==> src/rtl/featuremap_pad_writer.sv <==
// featuremap_pad_writer: writes a zero-padded (WIDTH+2)x(HEIGHT+2) raster of an upstream pixel stream into a channel FIFO
// Ports:
//   clk, rst            clock and synchronous active-high reset
//   valid_in, data_in   upstream pixel stream in raster order
//   ready_out           pixel consumed when valid_in & ready_out
//   fifo_full           downstream FIFO full, stalls all writes
//   wrreq, data_out     FIFO write strobe and word (zero when not writing)
//   frame_done          one-cycle pulse after the last padded word
module featuremap_pad_writer #(
    parameter int DATA_WIDTH = 32,
    parameter int WIDTH      = 56,
    parameter int HEIGHT     = 56
) (
    input  logic                  clk,
    input  logic                  rst,
    input  logic                  valid_in,
    input  logic [DATA_WIDTH-1:0] data_in,
    output logic                  ready_out,
    input  logic                  fifo_full,
    output logic                  wrreq,
    output logic [DATA_WIDTH-1:0] data_out,
    output logic                  frame_done
);
    localparam int CW = $clog2(WIDTH + 2);
    localparam int RW = $clog2(HEIGHT + 2);
    localparam logic [CW-1:0] C_LAST = CW'(WIDTH + 1);
    localparam logic [RW-1:0] R_LAST = RW'(HEIGHT + 1);

    typedef enum logic [1:0] {IDLE, EMIT, DONE} state_t;

    state_t        state;
    logic [CW-1:0] c;
    logic [RW-1:0] r;
    logic          interior;
    logic          emit;

    always_comb begin
        interior   = (r != '0) && (r != R_LAST) && (c != '0) && (c != C_LAST);
        emit       = (state == EMIT) && !fifo_full;
        ready_out  = emit && interior;
        // border zeros never wait on upstream; interior words need a pixel
        wrreq      = emit && (!interior || valid_in);
        data_out   = (wrreq && interior) ? data_in : '0;
        frame_done = (state == DONE);
    end

    always_ff @(posedge clk) begin
        if (rst) begin
            state <= IDLE;
            r     <= '0;
            c     <= '0;
        end else begin
            case (state)
                IDLE: state <= valid_in ? EMIT : IDLE;
                EMIT: if (wrreq) begin
                    if (r == R_LAST && c == C_LAST) begin
                        state <= DONE;
                        r     <= '0;
                        c     <= '0;
                    end else if (c == C_LAST) begin
                        c <= '0;
                        r <= r + 1'b1;
                    end else begin
                        c <= c + 1'b1;
                    end
                end
                default: state <= IDLE;
            endcase
        end
    end
endmodule
==> config.mk <==
export PLATFORM = sky130hd
export DESIGN_NAME = featuremap_pad_writer
export DESIGN_NICKNAME = d
export VERILOG_FILES = /design/src/rtl/featuremap_pad_writer.sv
export SDC_FILE = /design/constraint.sdc
export NUM_CORES = 1
export LEC_CHECK = 0
export ABC_AREA = 1
export BUFFER_PORTS_ARGS = -buffer_cell sky130_fd_sc_hd__buf_2
export CORE_MARGIN = 2
export CORE_UTILIZATION = 40
export CTS_BUF_LIST = sky130_fd_sc_hd__clkbuf_8 sky130_fd_sc_hd__clkbuf_16
export DETAILED_ROUTE_END_ITERATION = 8
export GPL_TIMING_DRIVEN = 0
export PLACE_DENSITY_LB_ADDON = 0.3
export REMOVE_ABC_BUFFERS = 1
export SETUP_SLACK_MARGIN = 0.2
export SYNTH_ARGS = -nofsm -noshare
export SYNTH_HDL_FRONTEND = slang
export SYNTH_SLANG_ARGS = --single-unit
==> constraint.sdc <==
create_clock -name clk -period 1.7 [get_ports clk]
set_clock_uncertainty 0.2 [all_clocks]
set_input_delay 0.34 -clock clk [delete_from_list [all_inputs] [get_ports clk]]
set_output_delay 0.34 -clock clk [all_outputs]
set_load 0.02 [all_outputs]
Yosys cells after proc, flatten, opt, wreduce, memory -nomap -nowiden

Cells that the tools add are included.

Eq/ne operators: 8
Muxes and demuxes: 9
Reductions and logical operators: 18
$add $sub $neg: 2

Operator list:

| operator                                                               | count |
|---|---|
| 32-bit two-way mux                                                     | 1 |
| 6-bit two-way mux                                                      | 4 |
| 6-bit by 1-bit adder with 6-bit output (second input constant)         | 2 |
| 6-bit equality test (second input constant)                            | 2 |
| 6-bit != test (second input constant)                                  | 2 |
| 6-bit nonzero test                                                     | 2 |
| 1-bit logical AND                                                      | 8 |
| 2-bit two-way mux                                                      | 2 |
| 2-bit case mux with 2 select lines                                     | 1 |
| 2-bit AND reduction                                                    | 2 |
| 3-bit AND reduction                                                    | 1 |
| 2-bit by 1-bit equality test with 1-bit output (second input constant) | 1 |
| 2-bit equality test (second input constant)                            | 1 |
| 1-bit logical NOT                                                      | 2 |
| 2-bit logical NOT                                                      | 1 |
| 2-bit by 1-bit != test with 1-bit output (second input constant)       | 1 |
| 2-bit != test (second input constant)                                  | 1 |
| 2-bit nonzero test                                                     | 1 |
| 1-bit logical OR                                                       | 1 |
| 1-bit two-way mux                                                      | 1 |

Output and inout port bits: 35
Word-level logic and storage cells: 40
Input bits: 36
Flip-flop bits (word level): 14

Logic depth before layout (Yosys ltp)

Gate-level depths: netlist of run 1.

Depth in word-level cells: 9
Gate-level depth with buffers: 11

Least setup slack after synthesis of run 1

No wires, ideal clock.

Path kind: register -> output
Start point: reg r[0]
End point: out data_out[10]
Arrival: 1.647 ns
Setup slack: -0.487 ns
Stages on the path, launching flop included: 10
Cells stage by stage: dfxtp_1 inv_1 ha_1 nand3_1 nor2_1 nor2_2 and3_4 nand2_2 buf_6 nor2_1

Longest elaborated chain between the ends: 9
Elaborated cells on any way between the ends: 10

Ends and longest elaborated chain:

| item                                                       | line | RTL |
|---|---|---|
| start: declaration                                         | 33   | `logic [RW-1:0] r;` |
| start signal: assignment                                   | 62   | `r <= r + 1'b1;` |
| 6-bit != test / 6-bit nonzero test (equally long branches) | 38   | `interior = (r != '0) && (r != R_LAST) && (c != '0) && (c != C_LAST);` |
| 1-bit logical AND (*) (3 in series)                        | 38   |  |
| 1-bit logical NOT                                          | 42   | `wrreq = emit && (!interior \|\| valid_in);` |
| 1-bit logical OR                                           | 42   |  |
| 1-bit logical AND                                          | 42   |  |
| 1-bit logical AND (*)                                      | 43   | `data_out = (wrreq && interior) ? data_in : '0;` |
| 32-bit two-way mux (*)                                     | 43   |  |
| end: declaration                                           | 21   | `output logic [DATA_WIDTH-1:0] data_out,` |

Mark *: on every way between the ends. The rest lies on a longest branch, timed or not.

Worst setup path after layout of run 1

Start point: reg r[1]
End point: out data_out[30]

Same word-level chain as after synthesis.

==> results of run 1 <==
==> layer usage <==
layer / global-route usage (%) / up-vias / wire length [um]
li1: - / 826 / -
met1: 24.2 / 816 / 2020
met2: 45.8 / 105 / 2980
met3: 3.90 / 30 / 487
met4: 10.8 / 0 / 240
met5: 0 / - / 0
==> kinds of logic (layout without fill, tap and decap cells) <==
logic type / after synthesis / in the layout / synth area share [%]
AO/OA/AOI/OAI: 12 / 12 / 4.75
XOR/XNOR: 4 / 4 / 2.77
adder cells (fa/ha/maj): 6 / 6 / 5.94
buffers and inverters: 63 / 150 / 22.7
flip-flops: 14 / 14 / 22.2
AND/OR/NAND/NOR: 115 / 119 / 41.7
==> metrics by stage <==
step	instances	total power, mW
2_1_floorplan	206	0.389
3_3_place_gp	320	0.438
3_5_place_dp	320	0.440
4_1_cts	344	0.807
5_1_grt	349	0.872
6_report	349	0.842
==> repair_timing <==
action                     CTS  global route
setup buffers               15             5
setup endpoints to repair   48            48
hold endpoints to repair     0             0
cloned                       5             0
gates resized for setup    101            47
pin swaps                   20            13
==> cells in the final DEF, fill, tap and decap left out <==
master / netlist / routed
buf_2: 0 / 37
nand2_8: 0 / 3
inv_2: 1 / 4
nor2_4: 1 / 24
dfxtp_2: 0 / 6
nand2_2: 2 / 3
nor2_1: 49 / 22
nand3_1: 13 / 10
nand4_1: 9 / 9
a21oi_2: 0 / 2
nand3_2: 2 / 2
a21oi_1: 11 / 9
inv_4: 0 / 2
and3_4: 1 / 1
buf_6: 6 / 18
nand2_4: 0 / 4
nand2_1: 33 / 28
dfxtp_1: 14 / 6
or2_2: 1 / 1
bufbuf_16: 0 / 1
ha_2: 0 / 2
nand3_4: 1 / 5
inv_1: 54 / 49
o21ai_1: 0 / 1
ha_1: 6 / 2
xor2_1: 4 / 4
ha_4: 0 / 2
buf_8: 0 / 1
buf_4: 1 / 34
dfxtp_4: 0 / 2
nor2_2: 3 / 7
clkbuf_8: 0 / 4
==> final cells by class <==
| cell class | instances | area, um^2 | area share (%) |
|---|---|---|---|
| multi-input combinational | 141 | 1060 | 44.9 |
| timing repair buffer | 91 | 691 | 29.1 |
| sequential | 14 | 295 | 12.4 |
| inverter | 55 | 211 | 8.91 |
| clock buffer | 4 | 55.1 | 2.32 |
| tap | 44 | 55.1 | 2.32 |
==> critical path, delay by kind of cell, from the launching register on <==
kind / cells / cell delay [ps]
adder cells (fa/ha/maj): 1 / 180
AND/OR/NAND/NOR: 6 / 860
flip-flops: 1 / 360
buffers and inverters: 2 / 220
==> flip-flops by register name, indices dropped and copies added, names as in the netlist <==
signal / flops
r: 6
c: 6
state: 2
==> worst max-delay path by stage <==
stage / startpoint / endpoint / slack [ps] / depth (start not counted)
2_1_floorplan: state[0] / data_out[0] / -780 / 7
3_3_place_gp: state[0] / data_out[26] / -1020 / 8
3_5_place_dp: state[0] / data_out[26] / -1040 / 8
4_1_cts: r[0] / data_out[5] / -570 / 9
5_1_grt: c[5] / data_out[30] / -770 / 8
6_report: r[1] / data_out[30] / -700 / 9
==> where the power goes <==
group | leakage [nW] | internal [mW] | switching [mW]
clock network | 0.0288 | 0.205 | 0.123
logic | 1.07 | 0.0740 | 0.103
registers | 0.118 | 0.331 | 0.00493
==> flow_summary.json, run 1 <==
{
  "clkSinkCount": 14,
  "hold_depth": 2,
  "drt-wirelength-per-cell_um": 16.4,
  "fin_tns_setup_ps": -25350,
  "io_pins": 71,
  "hold_buffers": 0,
  "worstPathCellList": "inv_4 > ha_2 > nand3_2 > nor2_4 > nor2_4 > and3_4 > nand2_4 > nor2_1 > buf_4",
  "clk_path_buf_depth": 2,
  "crit_fanout": 8,
  "insertion_delay_ps": 250,
  "drv_slew": 0,
  "leakagePower_nw": 1.21,
  "place_area_um2": 1590,
  "yosysSeqAreaShare_pct": 22.2,
  "hold_slack_ps": 187,
  "antennaDiodeCount": 0,
  "cap_violations": 0,
  "fillers": 166,
  "core_um2": 3030,
  "syn_area_per_cell_um2": 5.91,
  "post-route-min-period_ps": 2400,
  "grt_max_degree": 13,
  "grt_pass1_vias": 1509,
  "area_delta_synth_final_pct": 87.7,
  "die-area_um2": 3620,
  "finish.utilization_pct": 78.3,
  "clkTransAtPathRegs_ps": 70,
  "drt_iter0_drc": 118,
  "drc": 0,
  "syn_area_um2": 1260,
  "start_kind": "register",
  "grt_setup_unrepaired": "yes",
  "crit_top_cell": "nor2_4",
  "netlist.area_leader.share_pct": 22.2,
  "max_slew_margin_pct": 75.9,
  "yosysUniqueCellTypes": 21,
  "rows": 20,
  "ir_worst_vdd_mv": 0.401,
  "setup_viol": 48,
  "fin_area_um2": 2370,
  "status": "finished, violations left",
  "port_buffers": 70,
  "min_from": "rst",
  "root_buffer": "clkbuf_8",
  "antenna_found_initial": 0,
  "grt_usage_pct": 23.7,
  "yosys.area.top_type": "dfxtp_1",
  "vias_per_cell": 5.09,
  "holdCritPathClass": "input port to register",
  "synthArstFlopShare_pct": 0,
  "failed_checks": "negative setup slack",
  "ys_top_cells_by_area": "dfxtp_1 22%, inv_1 16%, nor2_1 15%",
  "cts-htree-levels": 1,
  "fin_crit_sh_pct": 141,
  "die_h_um": 60.2,
  "cts_inserted_buffers": 3,
  "tritoncts": "yes",
  "cp_slowest_cell": "dfxtp_2",
  "max_clock_freq_mhz": 416,
  "tightest_slew_ps": 361,
  "whs_endpoint": "r[3]",
  "ant_nets": 0,
  "yosysMostFrequentCell": "inv_1",
  "ys_warn_count": 0,
  "r2r_cells": 13,
  "dr_total_vias": 1777,
  "reg2reg_from": "r[1]",
  "gp_congestion": 0.801,
  "grt_overflow": 0,
  "crit_type": "register to output pin",
  "cp.required_ps": 1160,
  "final_layout_size_suffix_gt1_share_pct": 54.1,
  "grt_pass1_wl_mm": 6.53,
  "setup_ws_ps": -701,
  "dpl.hpwl_mm": 2.27,
  "synth-edff-count": 0,
  "initial_utilization_pct": 41.7,
  "finalWirelength_mm": 5.73,
  "ff2ff_setup_slack_ps": -390,
  "end_kind": "output pin",
  "synthFlopType": "dfxtp_1",
  "cp_slowest_stage_delay_ps": 360,
  "netlist_instances": 214,
  "ys_ff_latch": 14,
  "firstDrtPassIters": 4,
  "p_per_area_nw_per_um2": 355,
  "final_nets": 348,
  "hold_viol_final": 0,
  "worstPathArrival_ps": 1860,
  "ys_top_cells_by_count": "54 x inv_1, 49 x nor2_1, 33 x nand2_1",
  "die_w_um": 60.2,
  "post-place-ws_ps": -1040,
  "r2r-end": "r[1]"
}
No activity file was read; power rests on OpenSTA's default activity.
==> inputs of run 2 (changes only) <==
SKIP_CTS_REPAIR_TIMING = 1   (was not set)
SLEW_MARGIN = 20   (was not set)
==> run 2 against run 1 <==
  * Non-clock buffer count stayed put
  * Largest cell class unchanged
  * Sequential power hardly changed
  * The run still ends with negative setup slack left
  * Routed wire length is 27% lower
==> flow_summary.json, run 2 (same netlist as run 1, synthesis figures left out) <==
{
  "seq_area_um2": 299,
  "max_slew_margin_pct": 78.6,
  "worstPathArrival_ps": 1780,
  "grt_pass1_vias": 1078,
  "grt_max_degree": 33,
  "drt_iter0_drc": 96,
  "holdCritPathClass": "input port to register",
  "switching_power_uw": 214,
  "hold_viol_final": 0,
  "leakagePower_nw": 1.17,
  "antennaDiodeCount": 0,
  "rows": 20,
  "grt_pass1_wl_mm": 4.43,
  "crit_type": "register to output pin",
  "root_buffer": "clkbuf_8",
  "cp.required_ps": 1160,
  "clockPowerShare_pct": 41.1,
  "dr_total_vias": 1655,
  "die_w_um": 60.2,
  "max_clock_freq_mhz": 430,
  "final_layout_size_suffix_gt1_share_pct": 47.5,
  "drc": 0,
  "firstDrtPassIters": 4,
  "finalWirelength_mm": 4.20,
  "final_nets": 346,
  "insertion_delay_ps": 250,
  "fillers": 234,
  "setup_ws_ps": -624,
  "die_h_um": 60.2,
  "multiInputGateArea_um2": 870,
  "cts_inserted_buffers": 3,
  "cap_violations": 0,
  "setup_viol": 48,
  "antenna_found_initial": 0,
  "cts-htree-levels": 1,
  "drt-wirelength-per-cell_um": 12.1,
  "vias_per_cell": 4.77,
  "end_kind": "output pin",
  "failed_checks": "negative setup slack",
  "drv_slew": 0,
  "clk_path_buf_depth": 2,
  "tritoncts": "yes",
  "ir_worst_vdd_mv": 0.405,
  "fin_cells": 347,
  "die-area_um2": 3620,
  "grt_usage_pct": 15.9,
  "fin_crit_sh_pct": 137,
  "grt_setup_unrepaired": "yes",
  "core_um2": 3030,
  "final_cell_mix": "49 x inv_1, 47 x buf_4, 36 x nor2_1, 36 x buf_2, 30 x nand2_1",
  "tightest_slew_ps": 320,
  "post-route-min-period_ps": 2320,
  "dpl.hpwl_mm": 2.27,
  "power.internal_uw": 604,
  "dp_cells": 320,
  "start_kind": "register",
  "crit_fanout": 16,
  "area_delta_synth_final_pct": 67.0,
  "clkTransAtPathRegs_ps": 70,
  "swShare_pct": 26.1,
  "comb_power_share_pct": 18.0,
  "io_pins": 71,
  "grt_overflow": 0,
  "reg.largest.list": "c (6), r (6), state (2)",
  "ant_nets": 0,
  "p_per_area_nw_per_um2": 387,
  "port_buffers": 70,
  "hold_slack_ps": 183,
  "clkSinkCount": 14,
  "final_common_cell": "inv_1",
  "initial_utilization_pct": 41.7,
  "status": "finished, violations left",
  "pwr-share-seq_pct": 41.0,
  "gp_congestion": 0.801
}
run 2: cell count changes in the layout (fill, tap and decap cells not counted), moves of 3 or more:
cell     change
buf_4       +13
buf_6       -10
dfxtp_2      -3
nand2_4      -3
nor2_1      +14
nor2_2       +4
nor2_4      -18
run 2: area by class of cell:
cell class / instances / area share [%]
Tap cell: 44 / 2.61
Timing Repair Buffer: 91 / 29.5
Multi-Input combinational cell: 139 / 41.2
Inverter: 55 / 9.90
Clock buffer: 4 / 2.61
Sequential cell: 14 / 14.2
run 2: routing by layer:
metal / share of wire [%] / GRT usage, %
met3: 8.1 / 2.60
met2: 53 / 28.0
met4: 2.2 / 7.62
met5: 0 / 0
met1: 37 / 18.5
run 2: path summary, 6_finish.rpt:
check | from | depth (start not counted) | to | slack (ps)
setup / recovery | c[1] | 9 | data_out[6] | -620
hold / removal | rst | 2 | r[3] | 180
setup reg to reg | c[1] | 12 | c[0] | -200
hold reg to reg | c[4] | 2 | c[4] | 310
run 2: power groups by stage:
stage | sequential [mW] | clock [mW] | combinational [mW]
detailed placement | 0.345 | 0 | 0.0956
global route | 0.336 | 0.352 | 0.161
floorplan | 0.344 | 0 | 0.0456
finish | 0.335 | 0.336 | 0.147
global placement | 0.344 | 0 | 0.0938
CTS | 0.338 | 0.332 | 0.0961
run 2: stage by stage:
| step | TNS [ps] | util [%] | cell area, um^2 | total power, mW | setup slack (ps) |
|---|---|---|---|---|---|
| after floorplan | -27470 | - | 1180 | 0.389 | -780 |
| after global placement | -37680 | 52.5 | 1590 | 0.438 | -1020 |
| after detailed placement | -38940 | 52.5 | 1590 | 0.440 | -1040 |
| after CTS | -47860 | 54.3 | 1640 | 0.766 | -1300 |
| after global routing | -25060 | 69.7 | 2110 | 0.848 | -708 |
| final | -21380 | 69.7 | 2110 | 0.818 | -624 |
run 2: worst max-delay path, cell delays in order (launching register included):
cell and delay (ps):
dfxtp_4 360, inv_4 50, ha_4 150, nand3_4 60, nor2_4 60, nor2_4 110
and3_4 320, nand2_8 120, nor2_1 140, buf_4 150
